===== config.mk =====
export PLATFORM = sky130hd
export DESIGN_NAME = uart_rx_core
export DESIGN_NICKNAME = d
export VERILOG_FILES = /design/src/rtl/uart_rx_core.sv
export SDC_FILE = /design/constraint.sdc
export NUM_CORES = 1
export LEC_CHECK = 0
export BUFFER_PORTS_ARGS = -buffer_cell sky130_fd_sc_hd__buf_2
export CAP_MARGIN = 10
export CORE_ASPECT_RATIO = 0.8
export CORE_MARGIN = 4
export CORE_UTILIZATION = 46
export CTS_CLUSTER_DIAMETER = 30
export DETAILED_ROUTE_END_ITERATION = 6
export PLACE_DENSITY = 0.71
export SYNTH_ARGS = -nofsm -noshare
export SYNTH_HDL_FRONTEND = slang
export SYNTH_SLANG_ARGS = --single-unit

===== constraint.sdc =====
create_clock -name clk_i -period 4 [get_ports clk_i]
set_input_delay 0.6 -clock clk_i [delete_from_list [all_inputs] [get_ports clk_i]]
set_output_delay 0.6 -clock clk_i [all_outputs]
set_load 0.01 [all_outputs]

===== src/rtl/uart_rx_core.sv =====
// uart_rx_core: 8N1 UART receiver (LSB first) with a 2-FF input synchronizer,
// a valid/ready output register and sticky framing-error / overrun flags.
module uart_rx_core #(
    parameter int unsigned CLKS_PER_BIT = 104
) (
    input  logic       clk_i,
    input  logic       rst_i,
    input  logic       rx_i,
    output logic [7:0] data_o,
    output logic       valid_o,
    input  logic       ready_i,
    output logic       frame_err_o,
    output logic       overrun_o,
    input  logic       clear_i,
    output logic       busy_o
);
    localparam int unsigned CW = (CLKS_PER_BIT > 1) ? $clog2(CLKS_PER_BIT) : 1;
    localparam logic [CW-1:0] FULL_M1 = CW'(CLKS_PER_BIT - 1);
    localparam logic [CW-1:0] HALF_M1 = CW'(CLKS_PER_BIT / 2 - 1);

    typedef enum logic [2:0] {IDLE, START, DATA, STOP, WAIT_HIGH} state_e;

    state_e        state_q, state_d;
    logic          sync_q, rx_s_q;
    logic [CW-1:0] cnt_q, cnt_d;
    logic [2:0]    idx_q, idx_d;
    logic [7:0]    shift_q, shift_d;
    logic [7:0]    data_q;
    logic          valid_q, ferr_q, ovr_q, busy_q, busy_d;
    logic          byte_done, stop_bad;

    always_ff @(posedge clk_i) begin
        if (rst_i) begin
            state_q <= IDLE;
        end else begin
            state_q <= state_d;
        end
    end

    always_comb begin
        state_d = state_q;
        unique case (state_q)
            IDLE:      if (!rx_s_q) state_d = START;
            START:     if (cnt_q == HALF_M1) state_d = rx_s_q ? IDLE : DATA;
            DATA:      if (cnt_q == FULL_M1 && idx_q == 3'd7) state_d = STOP;
            STOP:      if (cnt_q == FULL_M1) state_d = rx_s_q ? IDLE : WAIT_HIGH;
            WAIT_HIGH: if (rx_s_q) state_d = IDLE;
            default:   state_d = IDLE;
        endcase
    end

    always_comb begin
        cnt_d     = cnt_q + 1'b1;
        idx_d     = idx_q;
        shift_d   = shift_q;
        byte_done = 1'b0;
        stop_bad  = 1'b0;
        unique case (state_q)
            IDLE, WAIT_HIGH: cnt_d = '0;
            START: begin
                if (cnt_q == HALF_M1) begin
                    cnt_d = '0;
                    idx_d = '0;
                end
            end
            DATA: begin
                if (cnt_q == FULL_M1) begin
                    cnt_d          = '0;
                    shift_d[idx_q] = rx_s_q;
                    idx_d          = idx_q + 3'd1;
                end
            end
            STOP: begin
                if (cnt_q == FULL_M1) begin
                    cnt_d     = '0;
                    byte_done = rx_s_q;
                    stop_bad  = !rx_s_q;
                end
            end
            default: cnt_d = '0;
        endcase
        // busy is registered from the next state so it tracks the state register exactly
        busy_d = (state_d != IDLE);
    end

    always_ff @(posedge clk_i) begin
        if (rst_i) begin
            sync_q  <= 1'b1;
            rx_s_q  <= 1'b1;
            cnt_q   <= '0;
            idx_q   <= '0;
            shift_q <= '0;
            busy_q  <= 1'b0;
        end else begin
            sync_q  <= rx_i;
            rx_s_q  <= sync_q;
            cnt_q   <= cnt_d;
            idx_q   <= idx_d;
            shift_q <= shift_d;
            busy_q  <= busy_d;
        end
    end

    // A completing byte may take the slot that is being consumed in the same cycle.
    always_ff @(posedge clk_i) begin
        if (rst_i) begin
            data_q  <= '0;
            valid_q <= 1'b0;
            ferr_q  <= 1'b0;
            ovr_q   <= 1'b0;
        end else begin
            if (byte_done && (!valid_q || ready_i)) begin
                data_q  <= shift_q;
                valid_q <= 1'b1;
            end else if (valid_q && ready_i) begin
                valid_q <= 1'b0;
            end
            ferr_q <= stop_bad | (ferr_q & ~clear_i);
            ovr_q  <= (byte_done & valid_q & ~ready_i) | (ovr_q & ~clear_i);
        end
    end

    assign data_o      = data_q;
    assign valid_o     = valid_q;
    assign frame_err_o = ferr_q;
    assign overrun_o   = ovr_q;
    assign busy_o      = busy_q;

endmodule


[Word level (Yosys, flattened, before mapping)]
Index checks and enable logic that the tools add are counted.
Word-level totals
  register bits after elaboration: 35
  input port bits: 5
  output and inout port bits: 12
  logic and storage cells: 69
Operators by class
  $add $sub $neg: 2
  magnitude comparators: 2
  equality and inequality tests: 9
  muxes and demuxes: 23
  bitwise logic cells: 8
  reduce and logical (&&, ||, !) cells: 14
Operator list (number)
  $mux W3: 8
  $pmux W3 S5: 1
  $mux W7: 2
  $pmux W7 S2: 1
  $bwmux W8: 1
  $add A7 B1 Y7 const B: 1
  $eq A7 B6 Y1 const B: 1
  $eq A7 B7 Y1 const B: 1
  $mux W1: 7
  $eq A3 B2 Y1 const B: 2
  $eq A3 B3 Y1 const B: 2
  $pmux W3 S2: 1
  $and A1 B1 Y1: 4
  $logic_and A1 B1 Y1: 4
  $lt A3 B4 Y1 const B: 1
  $ne A2 B2 Y1 const B: 2
  $reduce_bool A2 Y1: 2
  $add A3 B1 Y3 const B: 1
  $demux W1 S3: 1
  $eq A3 B1 Y1 const B: 1
  $ge A3 B1 Y1 const B: 1
  $logic_not A3 Y1: 1
  $reduce_and A3 Y1: 1
  $reduce_bool A3 Y1: 1
  7 further kinds: 10

[Longest topological paths before layout]
Gate-level depths: netlist of the first run.
  depth after elaboration: 6
  gate-level depth with buffers: 6
  depth with buffers taken out: 5

[Worst setup path before layout of the first run]
OpenSTA, ideal clock, no wires.
  path kind: flip-flop to flip-flop
  from: register cnt_q[0]
  to: register ovr_q (netlist: overrun_o)
  library setup time: 0.070 ns
  data arrival time: 1.894 ns
  data required time: 3.930 ns
  slack: 2.036 ns
  cell stages (with the launch flop): 7
  path buffers: 1
  period minus slack after synthesis: 1.964 ns
  cells stage by stage: dfxtp_1 -> ha_1 -> nand3b_1 -> or4_1 -> buf_2 -> or3_1 -> a21oi_1
On the way
  word-level cells in the longest chain between the ends: 6
Ends and longest elaborated chain
  start, declared: line 25  | logic [CW-1:0] cnt_q, cnt_d;
  start signal, assigned: line 97  | cnt_q <= cnt_d;
  $eq A7 B7 Y1: line 74  | if (cnt_q == FULL_M1) begin
  $mux W1: line 74
  $mux W1: line 58  | unique case (state_q)
  $and A1 B1 Y1 (2 in series): line 119  | ovr_q <= (byte_done & valid_q & ~ready_i) | (ovr_q & ~clear_i);
  $or A1 B1 Y1: line 119
  end signal, assigned: line 119
  end, declared: line 29  | logic valid_q, ferr_q, ovr_q, busy_q, busy_d;
Every way passes these cells.
A chain may end at the register's enable or synchronous reset.

[Worst setup path after layout of the first run]
Same ends and word-level chain as after synthesis.

==> impl_metrics.ini, run 1 <==
[sta]
period_share_pct = 56.57
skew_ns = 0.007145
rsz0062_at_grt = no
relSlewSlack_pct = 47.34
setup_viol = 0
slew_viol_final = 0
worst_pin_slew_ns = 0.7833
final.min_clock_period_ns = 2.263
fin_setup_tns_ns = 0
layout_setup_ws_ns = 1.737
final_hold_viol_count = 0
hold_slack_ns = 0.4164
fmax_mhz = 441.9

[detailed_routing]
drt_drc_violations_left = 0
firstDrtPassIters = 4
via_count = 1376
wl_per_cell_um = 14.60
ant_nets = 0
vias_per_cell = 5.806
wl_um = 3460
drt_iter0_drc = 57

[logic_synthesis]
avgSynthCellArea_um2 = 8.765
synthAdderAreaFrac_pct = 2.379
synth_top_family_by_area = simple AND/OR/NAND/NOR gates
synth_area_mm2 = 0.001578
syn-num-nets = 188
yosysUniqueCellTypes = 43
yosys_warnings = 0
synth_compound_area_share_pct = 19.27
synthArstFlopShare_pct = 0
synth_edf_count = 0
syn_inst = 180
synth-main-ff-cell = dfxtp_1
synth-xor-area-share_pct = 2.220
yosysSeqAreaShare_pct = 44.41
synth_mux_area_share_pct = 0.6344
ys_seq_elements = 35
synth-simple-area-share_pct = 27.12

[worst_setup_path]
path_delay_family = simple AND/OR/NAND/NOR gates
rr_endpoint = overrun_o$_SDFF_PP0_
crit_arrival_ns = 2.48
start_kind = flip-flop
critical_path_required_ns = 4.22
path_class = reg2reg
path_cells = ha_1, nand3b_1, or4_1, or3_1, a21oi_1
crit_slowest_cell = or4_1
critical-path-max-stage-delay_ns = 0.73
reg2reg_depth = 5
r2r-start = cnt_q[0]$_SDFF_PP0_
cp_max_fo = 10
crit_start = cnt_q[0]$_SDFF_PP0_
crit_path_end_kind = flip-flop
reg2reg_slack_ns = 1.74
critPathBufInv = 0

[clock_network]
cts_max_level = 2
insertion_delay_ns = 0.29
clockBufferDepth = 2
cts.sinks = 35
root_buffer = clkbuf_8
numCtsBuffers = 5
postCtsSetupRepairBufs = 0
cts_tree = built
hold_buffers = 0
ctsResizeCount = 0
path_clk_slew_ns = 0.07

[placement]
dp_hpwl_um = 2474
place_congestion = 0.9124
io_buffers = 16
dpl_worst_slack_ns = 1.762

[min_path]
hp-start = sync_q$_SDFF_PP1_
hold_depth = 1
hp-class = reg2reg
hold-path-endpoint = rx_s_q$_SDFF_PP1_

[layout]
syn_to_final_growth_pct = 13.88
nNetsFinal = 204
diodes = 0
layout-drive-gt1-share_pct = 17.26

[global_route]
grt_pass1_wl_um = 5823
grt_usage_pct = 17.36
first_global_vias = 1286
grt_max_degree = 23
globalRoute.totalOverflow = 0
grt_antenna_before_repair = 0

[floorplanning]
die_area_mm2 = 0.004437
start_util_pct = 49.33
io_pins = 17
die_h_um = 60.38
row_count = 18
die_x_um = 73.48
core_area_mm2 = 0.003198

[run]
maxCapViolCount = 0

[power_and_ir_drop]
p_leak_nw = 0.6795
powerDensity_mw_per_mm2 = 388.1
ir_drop_mv = 0.2375

[status]
outcome = finished, final reports clean
## worst register-to-register path, delay by kind of cell (launching register included)
| kind | cells | cell delay (ns) |
|---|---|---|
| and+or+nand+nor | 3 | 1.42 |
| adders and majority gates | 1 | 0.25 |
| AOI/OAI and AO/OA | 1 | 0.16 |
| DFF | 1 | 0.37 |
## Yosys cell counts (3+ instances only)
cell / instances / share of area (%)
clkbuf_1: 5 / 1.2
nand4_1: 10 / 4.0
dfxtp_1: 35 / 44
o21a_1: 3 / 1.4
ha_1: 3 / 2.4
a21boi_0: 4 / 1.9
o21ai_0: 14 / 4.4
nor2b_1: 4 / 1.6
nand3_1: 4 / 1.3
nand2b_1: 3 / 1.2
a21oi_1: 16 / 5.1
nand2_1: 11 / 2.6
nor2_1: 15 / 3.6
and3_1: 4 / 1.6
or3_1: 3 / 1.2
inv_1: 8 / 1.9
## per-layer routing
| layer | up-vias | GRT usage [%] | routed length (um) | share of wire (%) |
|---|---|---|---|---|
| met2 | 31 | 25.88 | 1461 | 42 |
| li1 | 683 | - | - | - |
| met5 | - | 0 | 0 | 0 |
| met3 | 7 | 7.781 | 223 | 6.4 |
| met1 | 655 | 22.36 | 1723 | 50 |
| met4 | 0 | 6.202 | 52 | 1.5 |
## placed cells by master, fill, tap and decap left out, types with 3 or more instances in the layout
cell type,Yosys,final
clkbuf_8,0,6
nand4_1,10,10
and3_1,4,4
ha_1,3,3
o21ai_0,14,14
nor2_1,15,15
nand2b_1,3,3
o21a_1,3,3
nand2_1,11,11
buf_2,2,16
nor2b_1,4,4
inv_1,8,8
dfxtp_1,35,35
a21oi_1,16,16
nand3_1,4,4
a21boi_0,4,4
or3_1,3,3
## stage by stage
| step | util (%) | instances | area [um2] | total power, mW |
|---|---|---|---|---|
| floorplan | - | 180 | 1578 | 0.3722 |
| global placement | 52.50 | 229 | 1679 | 0.3772 |
| detailed placement | 52.50 | 229 | 1679 | 0.3781 |
| CTS | 56.18 | 237 | 1797 | 0.7001 |
| global route | 56.18 | 237 | 1797 | 0.7211 |
| finish | 56.18 | 237 | 1797 | 0.6974 |
## registers in the layout, indices dropped and copies added (netlist names)
register	cells
rx_s_q	1
busy_o	1
data_o	8
overrun_o	1
idx_q	3
frame_err_o	1
shift_q	8
cnt_q	7
state_q	3
sync_q	1
valid_o	1
## final cells by class
| type | instances | area (um2) |
|---|---|---|
| Tap cell | 40 | 50.05 |
| Sequential cell | 35 | 700.7 |
| Fill cell | 298 | 1401 |
| Clock inverter | 2 | 35.03 |
| Timing Repair Buffer | 16 | 80.08 |
| Clock buffer | 6 | 82.58 |
| Inverter | 9 | 33.78 |
| Multi-Input combinational cell | 129 | 814.5 |
## where the power goes
part	internal, mW	switching, mW	leakage [nW]
registers	0.351	0.00346	0.283
clock network	0.201	0.126	0.0612
logic	0.00506	0.0111	0.336
total	0.557	0.140	0.679
## how the worst max path moves through the flow
stage,endpoint,cells past startpoint
2_1_floorplan,overrun_o$_SDFF_PP0_,6
3_3_place_gp,overrun_o$_SDFF_PP0_,5
3_5_place_dp,overrun_o$_SDFF_PP0_,5
4_1_cts,overrun_o$_SDFF_PP0_,5
5_1_grt,shift_q[4]$_SDFFE_PP0P_,5
6_report,overrun_o$_SDFF_PP0_,5
## kinds of logic (layout without fill, tap and decap cells)
group	Yosys count	after routing
adder cells (fa/ha/maj)	3	3
buffers and inverters	16	33
multiplexers	1	1
AO/OA/AOI/OAI	49	49
XOR/XNOR	4	4
flip-flops	35	35
AND/OR/NAND/NOR	72	72
Power figures use the tool's default switching activity.
==> inputs of run 2 (changes only) <==
--- a/config.mk
+++ b/config.mk
@@ -5,6 +5,7 @@
 export SDC_FILE = /design/constraint.sdc
 export NUM_CORES = 1
 export LEC_CHECK = 0
+export ABC_AREA = 1
 export BUFFER_PORTS_ARGS = -buffer_cell sky130_fd_sc_hd__buf_2
 export CAP_MARGIN = 10
 export CORE_ASPECT_RATIO = 0.8
@@ -12,7 +13,7 @@
 export CORE_UTILIZATION = 46
 export CTS_CLUSTER_DIAMETER = 30
 export DETAILED_ROUTE_END_ITERATION = 6
-export PLACE_DENSITY = 0.71
+export PLACE_DENSITY = 0.73
 export SYNTH_ARGS = -nofsm -noshare
 export SYNTH_HDL_FRONTEND = slang
 export SYNTH_SLANG_ARGS = --single-unit
==> constraint.sdc (replaced) <==
create_clock -name clk_i -period 1.9 [get_ports clk_i]
set_input_delay 0.285 -clock clk_i [delete_from_list [all_inputs] [get_ports clk_i]]
set_output_delay 0.285 -clock clk_i [all_outputs]
set_load 0.01 [all_outputs]
==> impl_metrics.ini, run 2 <==
[status]
outcome = finished, final reports clean

[detailed_routing]
wl_um = 3039
via_count = 1425
firstDrtPassIters = 7
drt_drc_violations_left = 0
vias_per_cell = 4.703
drt_iter0_drc = 74
ant_nets = 0
wl_per_cell_um = 10.03

[sta]
setup_viol = 0
hold_slack_ns = 0.1865
relSlewSlack_pct = 78.46
fmax_mhz = 630.9
fin_setup_tns_ns = 0
period_share_pct = 83.43
worst_pin_slew_ns = 0.3227
rsz0062_at_grt = no
final.min_clock_period_ns = 1.585
skew_ns = 0.004213
slew_viol_final = 0
final_hold_viol_count = 0
layout_setup_ws_ns = 0.3149

[floorplanning]
io_pins = 17
start_util_pct = 47.88
die_x_um = 74.97
core_area_mm2 = 0.003447
die_area_mm2 = 0.004616
row_count = 19
die_h_um = 61.58

[placement]
dpl_worst_slack_ns = 0.3223
dpl-instance-area_mm2 = 0.001770
io_buffers = 16
place_congestion = 0.9215
dp_hpwl_um = 2261

[logic_synthesis]
yosysUniqueCellTypes = 26
synth-main-ff-cell = dfxtp_1
yosysTopAreaCell = dfxtp_1
synth_edf_count = 0
avgSynthCellArea_um2 = 6.905
ys_seq_elements = 35
synth_area_mm2 = 0.001650
synthArstFlopShare_pct = 0
syn_inst = 239
syn-num-nets = 247
synth_most_common_cell = nand2_1
synth.top_cells.by_area = dfxtp_1, nand2_1, nor2_1
synth_top_area_share_pct = 42.46
yosys_warnings = 0
yosys-top-cells-count = nand2_1, nor2_1, inv_1
yosysSeqAreaShare_pct = 42.46

[clock_network]
insertion_delay_ns = 0.28
cts_tree = built
postCtsSetupRepairBufs = 0
clockBufferDepth = 2
path_clk_slew_ns = 0.07
root_buffer = clkbuf_8
cts_max_level = 2
numCtsBuffers = 5
hold_buffers = 0
cts.sinks = 35
ctsResizeCount = 0

[worst_setup_path]
r2r-start = cnt_q[0]$_SDFF_PP0_
rr_endpoint = shift_q[2]$_SDFFE_PP0P_
cp_max_fo = 16
cp.depth = 7
critical_path_required_ns = 2.10
crit_arrival_ns = 1.79
reg2reg_slack_ns = 0.31
reg2reg_depth = 7
cp_common_cell = nor2_4
critPathBufInv = 0
crit_path_end_kind = flip-flop
path_class = reg2reg
start_kind = flip-flop
endpoint = shift_q[2]$_SDFFE_PP0P_
path_delay_family = simple AND/OR/NAND/NOR gates
crit_start = cnt_q[0]$_SDFF_PP0_
crit_slowest_cell = dfxtp_1
path_cells = ha_1, nand2_2, nor2_4, nand2_4, nor2_4, nand3_1, a21oi_1
critical-path-max-stage-delay_ns = 0.35

[layout]
layout-drive-gt1-share_pct = 14.94
nNetsFinal = 268
final_cell_mix = nand2_1, nor2_1, inv_1, dfxtp_1, nand3_1
layout_commonest_cell = nand2_1
syn_to_final_growth_pct = 13.34
diodes = 0
final_area_mm2 = 0.001871

[power_and_ir_drop]
powerDensity_mw_per_mm2 = 739.6
p_leak_nw = 0.8093
ir_drop_mv = 0.3504

[global_route]
grt_usage_pct = 14.60
grt_max_degree = 17
grt_pass1_wl_um = 5168
globalRoute.totalOverflow = 0
first_global_vias = 1213
grt_antenna_before_repair = 0

[min_path]
hp-class = in2reg

[run]
maxCapViolCount = 0
-- run 2: report_power, final --
part           internal [mW]  switching, mW  total (mW)
Sequential             0.741        0.00787       0.749
Clock                  0.331          0.244       0.575
Combinational         0.0229         0.0372      0.0601
Total                   1.09          0.289        1.38
-- run 2: final cells by class --
class | instances | area (um2)
inverters | 37 | 140.1
fillers | 344 | 1577
clock buffers | 8 | 100.1
well taps | 42 | 52.55
repair buffers | 19 | 102.6
flip-flops and latches | 35 | 700.7
multi-input cells | 162 | 774.5
-- run 2: cell families after synthesis --
kind of cell             share of synthesized area (%)
AO/OA/AOI/OAI                                    8.416
adder cells (fa/ha/maj)                          2.275
XOR/XNOR                                         1.062
buffers and inverters                            10.61
AND/OR/NAND/NOR                                  35.18
flip-flops                                       42.46
-- run 2: worst min path at each step --
stage                      start                     to  slack (ns)  cells after the start
2_1_floorplan              rst_i  state_q[1]$_SDFF_PP0_        0.35                      1
3_3_place_gp   sync_q$_SDFF_PP1_      rx_s_q$_SDFF_PP1_        0.39                      1
3_5_place_dp   sync_q$_SDFF_PP1_      rx_s_q$_SDFF_PP1_        0.39                      1
4_1_cts                     rx_i      sync_q$_SDFF_PP1_        0.18                      2
5_1_grt                     rx_i      sync_q$_SDFF_PP1_        0.19                      2
6_report                    rx_i      sync_q$_SDFF_PP1_        0.19                      2
-- run 2: per-stage QoR --
stage | cells | power, mW | utilization [%]
CTS | 303 | 1.404 | 54.26
floorplan | 239 | 0.8040 | -
global placement | 295 | 0.8250 | 51.36
detailed placement | 295 | 0.8259 | 51.36
global route | 303 | 1.450 | 54.26
finish | 303 | 1.383 | 54.26
-- run 2: worst register-to-register path, cell delays in order, from the launching register on --
cell and delay [ns]:
dfxtp_1 0.35, ha_1 0.24, nand2_2 0.10, nor2_4 0.16
nand2_4 0.10, nor2_4 0.27, nand3_1 0.11, a21oi_1 0.18
-- run 2: routing by layer --
metal  vias up  global-route usage (%)  routed length, um
met2        26                   20.84               1280
met1       618                   20.27               1583
met3         2                   4.078                149
met4         0                   6.853                 26
met5         -                       0                  0
li1        779                       -                  -
==> inputs of run 3 (changes only) <==
--- a/config.mk
+++ b/config.mk
@@ -13,7 +13,7 @@
 export CORE_UTILIZATION = 46
 export CTS_CLUSTER_DIAMETER = 30
 export DETAILED_ROUTE_END_ITERATION = 6
-export PLACE_DENSITY = 0.73
+export PLACE_DENSITY = 0.71
 export SYNTH_ARGS = -nofsm -noshare
 export SYNTH_HDL_FRONTEND = slang
 export SYNTH_SLANG_ARGS = --single-unit
==> constraint.sdc (replaced) <==
create_clock -name clk_i -period 1.6 [get_ports clk_i]
set_input_delay 0.24 -clock clk_i [delete_from_list [all_inputs] [get_ports clk_i]]
set_output_delay 0.24 -clock clk_i [all_outputs]
set_load 0.01 [all_outputs]
==> impl_metrics.ini, run 3 (same netlist as run 2, synthesis figures left out) <==
[min_path]
hp-class = in2reg

[worst_setup_path]
path_cells = ha_1, nand2_2, nor2_4, nand2_4, clkinv_2, nand3_2, o21ai_1, nor2_1
rr_endpoint = data_o[4]$_SDFFE_PP0P_
endpoint = data_o[4]$_SDFFE_PP0P_
critPathBufInv = 1
crit_slowest_cell = dfxtp_1
reg2reg_slack_ns = 0.09
start_kind = flip-flop
path_class = reg2reg
reg2reg_depth = 8
r2r-start = cnt_q[0]$_SDFF_PP0_
critical_path_required_ns = 1.78
cp.depth = 8
path_delay_family = simple AND/OR/NAND/NOR gates
critical-path-max-stage-delay_ns = 0.35
crit_path_end_kind = flip-flop
crit_arrival_ns = 1.69
cp_max_fo = 8
crit_start = cnt_q[0]$_SDFF_PP0_

[sta]
skew_ns = 0.003955
final_hold_viol_count = 0
worst_pin_slew_ns = 0.2861
fmax_mhz = 661.2
setup_viol = 0
final.min_clock_period_ns = 1.512
period_share_pct = 94.52
relSlewSlack_pct = 80.78
hold_slack_ns = 0.1361
slew_viol_final = 0
layout_setup_ws_ns = 0.08769

[placement]
dpl_worst_slack_ns = 0.08852
io_buffers = 16
place_congestion = 0.8942
dpl-instance-area_mm2 = 0.001785
dp_hpwl_um = 2207

[status]
outcome = finished, final reports clean

[detailed_routing]
wl_um = 3227
drt_drc_violations_left = 0
via_count = 1428
vias_per_cell = 4.651
wl_per_cell_um = 10.51
firstDrtPassIters = 4
drt_iter0_drc = 105
ant_nets = 0

[layout]
syn_to_final_growth_pct = 16.38
layout_commonest_cell = nand2_1
diodes = 0
final_area_mm2 = 0.001921
nFillCells = 336
seq_area_um2 = 700.7
multi_input_area_um2 = 789.5
nNetsFinal = 272
final_cell_mix = nand2_1, nor2_1, inv_1, dfxtp_1, nand3_1
layout-drive-gt1-share_pct = 16.23

[clock_network]
numCtsBuffers = 5
cts_max_level = 2
hold_buffers = 0
cts_tree = built
insertion_delay_ns = 0.29
cts.sinks = 35
clockBufferDepth = 2
path_clk_slew_ns = 0.06
root_buffer = clkbuf_8

[global_route]
grt.met1_usage_pct = 20.22
top_usage_layer = met2
grt_pass1_wl_um = 5278
first_global_vias = 1198
grtUsageMet2_pct = 22.46
globalRoute.totalOverflow = 0
use_met3_pct = 4.241
grt_usage_pct = 15.33
grt_antenna_before_repair = 0
grt_max_degree = 17

[floorplanning]
io_pins = 17
row_count = 19
die_h_um = 61.58
die_x_um = 74.97
core_area_mm2 = 0.003447
start_util_pct = 47.88
die_area_mm2 = 0.004616

[power_and_ir_drop]
ir_drop_mv = 0.5000
p_leak_nw = 0.8276
powerDensity_mw_per_mm2 = 859.4

[run]
maxCapViolCount = 0
run 3: cell types whose count changed in the layout (fill, tap and decap cells not counted), sizes merged:
| cell | delta |
|---|---|
| buf | +3 |
| nand3 | +1 |
run 3: how the worst min path moves through the flow:
stage                                       end  slack (ns)              start  cells after the start
after detailed placement      rx_s_q$_SDFF_PP1_        0.40  sync_q$_SDFF_PP1_                      1
after global routing          sync_q$_SDFF_PP1_        0.14               rx_i                      2
after global placement        rx_s_q$_SDFF_PP1_        0.39  sync_q$_SDFF_PP1_                      1
after floorplan           state_q[1]$_SDFF_PP0_        0.31              rst_i                      1
final                         sync_q$_SDFF_PP1_        0.14               rx_i                      2
after CTS                     sync_q$_SDFF_PP1_        0.13               rx_i                      2
run 3: area by class of cell:
class | instances | area share, %
Multi-Input combinational cell | 163 | 41.11
Sequential cell | 35 | 36.48
Inverter | 37 | 7.296
Timing Repair Buffer | 22 | 7.166
Clock buffer | 8 | 5.212
Tap cell | 42 | 2.736
run 3: metal layers:
metal | wire (um) | up-vias
li1 | - | 790
met1 | 1711 | 605
met2 | 1273 | 24
met3 | 146 | 9
met4 | 95 | 0
met5 | 0 | -
run 3: repair_timing:
action	CTS	global route
gates resized for setup	0	1
setup buffers	0	1
hold endpoints to repair	0	0
endpoints found under the setup margin	0	11
run 3: where the power goes:
part	total [mW]	switching, mW	leakage (nW)	internal, mW
registers	0.887	0.00762	0.283	0.880
logic	0.0766	0.0481	0.493	0.0285
clock network	0.687	0.294	0.0515	0.392
run 3: stage by stage:
step                      std cells   TNS [ns]  power, mW  utilization, %
after floorplan                 239          0     0.9548               -
final                           307          0      1.651           55.72
after global routing            307  -0.001715      1.730           55.72
after global placement          297          0     0.9810           51.80
after CTS                       305          0      1.671           54.70
after detailed placement        297          0     0.9823           51.80
